==> config.mk <==
export PLATFORM = sky130hd
export DESIGN_NAME = frame_buffer_arbiter
export DESIGN_NICKNAME = d
export VERILOG_FILES = /design/src/rtl/frame_buffer_arbiter.sv
export SDC_FILE = /design/constraint.sdc
export NUM_CORES = 1
export LEC_CHECK = 0
export ABC_AREA = 1
export BUFFER_PORTS_ARGS = -buffer_cell sky130_fd_sc_hd__clkbuf_2
export CORE_MARGIN = 2
export CORE_UTILIZATION = 40
export CTS_CLUSTER_SIZE = 28
export DETAILED_ROUTE_END_ITERATION = 10
export PLACE_DENSITY = 0.76
export SETUP_SLACK_MARGIN = 0.3
export SLEW_MARGIN = 5
export SYNTH_ARGS = -nofsm -noshare
export SYNTH_HDL_FRONTEND = slang
export SYNTH_SLANG_ARGS = --single-unit
==> constraint.sdc <==
create_clock -name clk -period 7.1 [get_ports clk]
set_input_delay 1.42 -clock clk [delete_from_list [all_inputs] [get_ports clk]]
set_output_delay 1.42 -clock clk [all_outputs]
set_load 0.1 [all_outputs]
==> src/rtl/frame_buffer_arbiter.sv <==
// Arbitrates the single frame-buffer BRAM port between display reads and pixel writes.
// Reads have fixed priority. A starvation guard forces a pending write through.
module frame_buffer_arbiter #(
  parameter int ADDR_W       = 32,
  parameter int DATA_W       = 32,
  parameter int RD_LATENCY   = 2,
  parameter int STARVE_LIMIT = 8,
  parameter int ADDR_LIMIT   = 147456
) (
  input  logic                clk,
  input  logic                reset,
  input  logic                rd_req,
  input  logic [ADDR_W-1:0]   rd_addr,
  output logic                rd_gnt,
  output logic                rd_valid,
  output logic [DATA_W-1:0]   rd_data,
  input  logic                wr_valid,
  output logic                wr_ready,
  input  logic [ADDR_W-1:0]   wr_addr,
  input  logic [DATA_W-1:0]   wr_data,
  input  logic [DATA_W/8-1:0] wr_be,
  output logic                wr_err,
  output logic [15:0]         rd_stall_cnt,
  output logic                bram_en,
  output logic [DATA_W/8-1:0] bram_we,
  output logic [ADDR_W-1:0]   bram_addr,
  output logic [DATA_W-1:0]   bram_din,
  input  logic [DATA_W-1:0]   bram_dout
);
  localparam int BE_W = DATA_W / 8;
  localparam int SC_W = $clog2(STARVE_LIMIT) + 1;

  typedef struct packed {
    logic [ADDR_W-1:0] addr;
    logic [DATA_W-1:0] data;
    logic [BE_W-1:0]   be;
  } wr_req_t;

  wr_req_t             wr_q;
  logic                pending;
  logic [SC_W-1:0]     sc;
  logic [RD_LATENCY:0] vld_pipe;
  logic                guard_hit, grant_wr, grant_rd, wr_accept, wr_legal;

  assign guard_hit = pending && (sc == SC_W'(STARVE_LIMIT));
  assign grant_wr  = pending && (!rd_req || guard_hit);
  assign grant_rd  = rd_req && !grant_wr;
  assign rd_gnt    = grant_rd;
  assign wr_ready  = !pending;
  assign wr_accept = wr_valid && !pending;
  assign wr_legal  = (wr_addr < ADDR_W'(ADDR_LIMIT)) && (wr_addr[1:0] == 2'b00);

  // Single-entry holding register; illegal writes are dropped at the door.
  always_ff @(posedge clk or posedge reset) begin
    if (reset) begin
      pending <= 1'b0;
      wr_q    <= '0;
      wr_err  <= 1'b0;
    end else begin
      if (wr_accept && wr_legal) begin
        pending <= 1'b1;
        wr_q    <= '{addr: wr_addr, data: wr_data, be: wr_be};
      end else if (grant_wr) begin
        pending <= 1'b0;
      end
      if (wr_accept && !wr_legal) wr_err <= 1'b1;
    end
  end

  // Counts reads that won while a write waited; never exceeds the limit
  // because reaching it hands the next cycle to the write.
  always_ff @(posedge clk or posedge reset) begin
    if (reset)                     sc <= '0;
    else if (!pending || grant_wr) sc <= '0;
    else if (grant_rd)             sc <= sc + 1'b1;
  end

  always_ff @(posedge clk or posedge reset) begin
    if (reset)
      rd_stall_cnt <= '0;
    else if (rd_req && guard_hit && rd_stall_cnt != 16'hFFFF)
      rd_stall_cnt <= rd_stall_cnt + 16'd1;
  end

  always_ff @(posedge clk or posedge reset) begin
    if (reset) begin
      bram_en   <= 1'b0;
      bram_we   <= '0;
      bram_addr <= '0;
      bram_din  <= '0;
    end else if (grant_rd) begin
      bram_en   <= 1'b1;
      bram_we   <= '0;
      bram_addr <= rd_addr;
    end else if (grant_wr) begin
      bram_en   <= 1'b1;
      bram_we   <= wr_q.be;
      bram_addr <= wr_q.addr;
      bram_din  <= wr_q.data;
    end else begin
      bram_en   <= 1'b0;
      bram_we   <= '0;
    end
  end

  // Stage 0 is the issue cycle; stage RD_LATENCY lines up with bram_dout.
  always_ff @(posedge clk or posedge reset) begin
    if (reset) vld_pipe <= '0;
    else       vld_pipe <= {vld_pipe[RD_LATENCY-1:0], grant_rd};
  end

  assign rd_valid = vld_pipe[RD_LATENCY];
  assign rd_data  = bram_dout;
endmodule

== After elaboration in Yosys (flattened, before gate mapping) ==
Cells that the tools add are included.
Widths: inputs -> output; s select.
Cells by class
  $add $sub $neg: 2
  reductions and logical operators: 20
  multiplexer cells: 10
  equal/unequal tests: 2
  $lt $le $gt $ge: 1
  bitwise logic cells: 1
Operators by type and width (count)
  $mux 32: 2
  $lt 32x18->1 const B: 1
  $add 16x1->16 const B: 1
  $mux 4: 4
  $ne 16x16->1 const B: 1
  $logic_and 1x1->1: 9
  $reduce_bool 2->1: 3
  $add 4x1->4 const B: 1
  $eq 4x4->1 const B: 1
  $logic_not 1->1: 4
  $mux 1: 4
  $logic_not 2->1: 1
  $logic_or 1x1->1: 2
  $reduce_and 2->1: 1
  $not 1->1: 1
Word-level totals
  register bits: 162
  output and inout bits: 121
  input port bits: 136

== Depth between registers and ports, before layout ==
  depth after elaboration: 8
  mapped depth: 9

== Worst setup path before layout ==
Ideal clock, no wire load.
  kind: input port to output port
  start: input port rd_req
  end: output port rd_gnt
  data required time: 5.680 ns
  stages on the path: 3
  slack: 3.596 ns
  buffers on the path: 1
  arrival time: 2.084 ns
  path through: nand2_1 clkinv_1 buf_2
Between the ends
  longest elaborated chain between the ends: 5
Ends and longest elaborated chain
  start: declaration: line 12  | input logic rd_req,
  $logic_not 1->1: line 46  | assign grant_wr = pending && (!rd_req || guard_hit);
  $logic_or 1x1->1: line 46
  $logic_and 1x1->1: line 46
  $logic_not 1->1: line 47  | assign grant_rd = rd_req && !grant_wr;
  $logic_and 1x1->1 *: line 47
  end: declaration: line 14  | output logic rd_gnt,
Mark *: on every way between the ends. The rest lies on a longest branch, timed or not.

== Worst setup path after layout ==
Ends and elaborated chain as after synthesis.

==> metrics.txt <==
# TYPE chip_impl_metric gauge
chip_impl_info{name="status",value="complete, no violations"} 1
chip_impl_metric{name="synth_simple_gate_area_share",unit="%"} 32.6
chip_impl_metric{name="timing.critical_path.fanout_max",unit=""} 35
chip_impl_info{name="crit_family",value="buffers and inverters"} 1
chip_impl_info{name="final_cell_mix",value="sky130_fd_sc_hd__nand2_1, sky130_fd_sc_hd__clkbuf_2, sky130_fd_sc_hd__nand3_1"} 1
chip_impl_metric{name="cts.repair.resized",unit=""} 0
chip_impl_metric{name="critPathRequiredTime",unit="ps"} 5680
chip_impl_info{name="critical_path.startpoint_type",value="input port"} 1
chip_impl_metric{name="drt-initial-drc-count",unit=""} 285
chip_impl_metric{name="post-cts-setup-buffer-count",unit=""} 0
chip_impl_info{name="rsz0062_at_grt",value="false"} 1
chip_impl_metric{name="seq_area_frac_synth",unit="%"} 56.6
chip_impl_metric{name="ys_warn_count",unit=""} 0
chip_impl_info{name="synth_top_family_by_area",value="simple AND/OR/NAND/NOR gates"} 1
chip_impl_info{name="clk_root_buf",value="sky130_fd_sc_hd__clkbuf_16"} 1
chip_impl_metric{name="mappedNetlistArea",unit="sq mm"} 0.00716
chip_impl_metric{name="dieArea",unit="sq mm"} 0.0190
chip_impl_metric{name="synthXorXnorAreaFrac",unit="%"} 1.10
chip_impl_metric{name="standard_cell_rows",unit=""} 48
chip_impl_metric{name="setup_viol",unit=""} 0
chip_impl_metric{name="route.vias.total",unit=""} 6011
chip_impl_metric{name="clkLatencyLatePin",unit="ps"} 420
chip_impl_info{name="path_common_cell",value="sky130_fd_sc_hd__clkbuf_2"} 1
chip_impl_metric{name="area_added_between_synthesis_and_finish",unit="%"} 20.6
chip_impl_metric{name="avgViaCountPerCell",unit=""} 4.92
chip_impl_metric{name="buffer_ports.inserted",unit=""} 192
chip_impl_metric{name="detail_route.drc_violations",unit=""} 0
chip_impl_metric{name="area.sequential",unit="sq mm"} 0.00405
chip_impl_info{name="tritoncts",value="yes"} 1
chip_impl_metric{name="ant_nets",unit=""} 0
chip_impl_metric{name="place.detailed.hpwl",unit="um"} 11200
chip_impl_metric{name="clk_slew_on_worst_s_h_paths",unit="ps"} 60
chip_impl_info{name="crit_type",value="input port to output port"} 1
chip_impl_metric{name="fillers",unit=""} 1648
chip_impl_metric{name="num_antenna_cells",unit=""} 0
chip_impl_metric{name="final_max_tran_viols",unit=""} 0
chip_impl_metric{name="nets",unit=""} 1122
chip_impl_metric{name="die_width",unit="um"} 138
chip_impl_metric{name="routed_wirelength",unit="um"} 17400
chip_impl_metric{name="ctsLongestPathBuffers",unit=""} 2
chip_impl_metric{name="ctsHoldBuffers",unit=""} 0
chip_impl_metric{name="period_share",unit="%"} 55.4
chip_impl_metric{name="post_synth_fa_ha_maj_area_fraction",unit="%"} 0.524
chip_impl_metric{name="design_area",unit="sq mm"} 0.00863
chip_impl_metric{name="worst-path-buf-inv",unit=""} 4
chip_impl_metric{name="max_clock_freq",unit="MHz"} 254
chip_impl_metric{name="fraction_of_layout_instances_using_a_drive_strength_above_1",unit="%"} 24.6
chip_impl_metric{name="first_pass_iters",unit=""} 4
chip_impl_metric{name="vdd_ir_drop_max",unit="mV"} 0.157
chip_impl_metric{name="syn-num-nets",unit=""} 979
chip_impl_metric{name="power_leakage",unit="nW"} 4.78
chip_impl_metric{name="cts_inserted_buffers",unit=""} 17
chip_impl_metric{name="synth_seq_cells",unit=""} 162
chip_impl_metric{name="first_global_vias",unit=""} 5879
chip_impl_metric{name="grt_first_pass_wirelength",unit="um"} 28700
chip_impl_metric{name="period_minus_slack",unit="ps"} 3930
chip_impl_metric{name="timing.max_cap.violations",unit=""} 0
chip_impl_metric{name="post_synth_num_cell_types",unit=""} 24
chip_impl_metric{name="area_of_the_multi_input_gates",unit="sq mm"} 0.00249
chip_impl_metric{name="post_layout_nonfiller_instances",unit=""} 1221
chip_impl_metric{name="gpl.final_weighted_congestion",unit=""} 0.793
chip_impl_metric{name="placement.cell_area",unit="sq mm"} 0.00802
chip_impl_metric{name="clock_sink_count",unit=""} 162
chip_impl_info{name="min_path_type",value="flop to flop"} 1
chip_impl_metric{name="finalHoldViolations",unit=""} 0
chip_impl_metric{name="total_placed_cells_including_tap_cells",unit=""} 1189
chip_impl_metric{name="synth_compound_gate_area_share",unit="%"} 0.612
chip_impl_metric{name="finClkSkew",unit="ps"} 16.9
chip_impl_metric{name="route.detailed.wl_per_inst",unit="um"} 14.2
chip_impl_info{name="cp-end-kind",value="output port"} 1
chip_impl_metric{name="power.density_cell_area",unit="mW/mm^2"} 249
chip_impl_metric{name="max_slew_headroom_at_the_worst_pin",unit="%"} 19.9
chip_impl_metric{name="cts_max_level",unit=""} 4
chip_impl_info{name="crit_slowest_cell",value="sky130_fd_sc_hd__clkbuf_2"} 1
chip_impl_metric{name="syn_area_per_cell",unit="sq um"} 8.52
chip_impl_metric{name="max_stage_delay",unit="ps"} 530
chip_impl_metric{name="die-height",unit="um"} 138
chip_impl_metric{name="core-area",unit="sq mm"} 0.0174
chip_impl_metric{name="grt_antenna_before_repair",unit=""} 0
chip_impl_metric{name="i_o_pins",unit=""} 257
chip_impl_metric{name="tightestPinTransition",unit="ps"} 1200
chip_impl_metric{name="syn-instance-count",unit=""} 840
chip_impl_metric{name="start_util",unit="%"} 41.1
chip_impl_metric{name="post_synth_mux_area_share",unit="%"} 0
chip_impl_info{name="cp_cell_sequence",value="clkbuf_2, nand2_2, clkinv_1, buf_4, clkbuf_2"} 1
chip_impl_info{name="most_common_cell_after_layout_fill_and_taps_aside",value="sky130_fd_sc_hd__nand2_1"} 1
chip_impl_metric{name="grt_usage",unit="%"} 19.2
chip_impl_metric{name="setup_tns",unit="ps"} 0
chip_impl_metric{name="globalRoute.totalOverflow",unit=""} 0
chip_impl_metric{name="largest_net_degree_at_the_start_of_global_routing",unit=""} 106
chip_impl_metric{name="crit_arrival",unit="ps"} 2510
==> metal layers <==
metal	up-vias	track usage (%)	share of wire (%)
li1	2940	-	-
met1	2855	24.6	44
met2	200	31.2	47
met3	16	5.96	7.8
met4	0	5.73	0.94
met5	-	0	0
==> state kept, by name, indices dropped and copies added, names as in the netlist <==
signal / cells
wr_q: 68
bram_addr: 32
bram_din: 32
rd_stall_cnt: 16
bram_we: 4
sc: 4
vld_pipe: 3
bram_en: 1
pending: 1
wr_err: 1
==> cell families after synthesis <==
| group | after synthesis |
|---|---|
| compound gates | 6 |
| flops | 162 |
| simple gates | 541 |
| buf+inv | 119 |
| fa+ha+maj | 3 |
| xor+xnor | 9 |
==> Yosys cell counts <==
master	number	share of area, %
sky130_fd_sc_hd__nand4_1	6	0.52
sky130_fd_sc_hd__o21bai_1	1	0.10
sky130_fd_sc_hd__xnor2_1	7	0.86
sky130_fd_sc_hd__clkbuf_1	22	1.2
sky130_fd_sc_hd__nor2_1	52	2.7
sky130_fd_sc_hd__o21ai_4	1	0.23
sky130_fd_sc_hd__o21ai_0	4	0.28
sky130_fd_sc_hd__nand3_1	187	13
sky130_fd_sc_hd__buf_4	33	3.5
sky130_fd_sc_hd__buf_2	19	1.3
sky130_fd_sc_hd__nand2_1	288	15
sky130_fd_sc_hd__clkinv_1	3	0.16
sky130_fd_sc_hd__xor2_1	2	0.24
sky130_fd_sc_hd__ha_1	3	0.52
sky130_fd_sc_hd__inv_1	36	1.9
sky130_fd_sc_hd__inv_2	3	0.16
sky130_fd_sc_hd__nand2_2	1	0.087
sky130_fd_sc_hd__or2_1	1	0.087
sky130_fd_sc_hd__buf_6	2	0.31
sky130_fd_sc_hd__dfrtp_1	162	57
sky130_fd_sc_hd__nand2_4	1	0.16
sky130_fd_sc_hd__inv_4	1	0.087
sky130_fd_sc_hd__nand4_2	1	0.17
sky130_fd_sc_hd__nor2_4	4	0.63
==> worst register-to-register path, cell delays in order, from the launching register on <==
cell and delay [ps]:
sky130_fd_sc_hd__dfrtp_1 410, sky130_fd_sc_hd__inv_1 70, sky130_fd_sc_hd__ha_1 150, sky130_fd_sc_hd__nand4_1 180
sky130_fd_sc_hd__nand2_2 120, sky130_fd_sc_hd__buf_4 600, sky130_fd_sc_hd__nand2_1 620, sky130_fd_sc_hd__buf_4 390
sky130_fd_sc_hd__nand2_1 80, sky130_fd_sc_hd__nand2_1 50
==> layout make-up <==
class | count | area share, %
timing repair buffer | 200 | 11.8
inverter | 43 | 1.96
tap | 225 | 3.26
clock inverter | 12 | 1.77
sequential | 162 | 47.0
clock buffer | 20 | 5.29
multi-input combinational | 559 | 28.9
==> where the power goes <==
part / internal [mW] / switching (mW)
clock network: 0.574 / 0.374
logic: 0.0479 / 0.204
registers: 0.941 / 0.0110
total: 1.56 / 0.589
==> per-stage QoR <==
step,hold slack (ps),power [mW],setup WS [ps],utilization [%]
after CTS,349,2.18,3150,49.5
final,347,2.15,3170,49.5
after global routing,358,2.24,3090,49.5
after detailed placement,335,1.22,2970,46.0
after floorplan,331,1.24,1300,-
after global placement,332,1.22,3110,46.0
==> path summary, 6_finish.rpt <==
path                                  startpoint                        end  slack [ps]  cells past startpoint
max reg2reg                    sc[0]$_DFFE_PP0P_    bram_din[1]$_DFFE_PP0P_        4320                      9
max in group asynchronous                  reset       wr_q[40]$_DFFE_PP0P_        4580                      3
min reg2reg                vld_pipe[1]$_DFF_PP0_      vld_pipe[2]$_DFF_PP0_         350                      0
min in group asynchronous                  reset  bram_addr[30]$_DFFE_PP0P_        1220                      2
min                        vld_pipe[1]$_DFF_PP0_      vld_pipe[2]$_DFF_PP0_         350                      0
max                                       rd_req                     rd_gnt        3170                      5
Note: power is estimated with default switching activity, not from simulation.
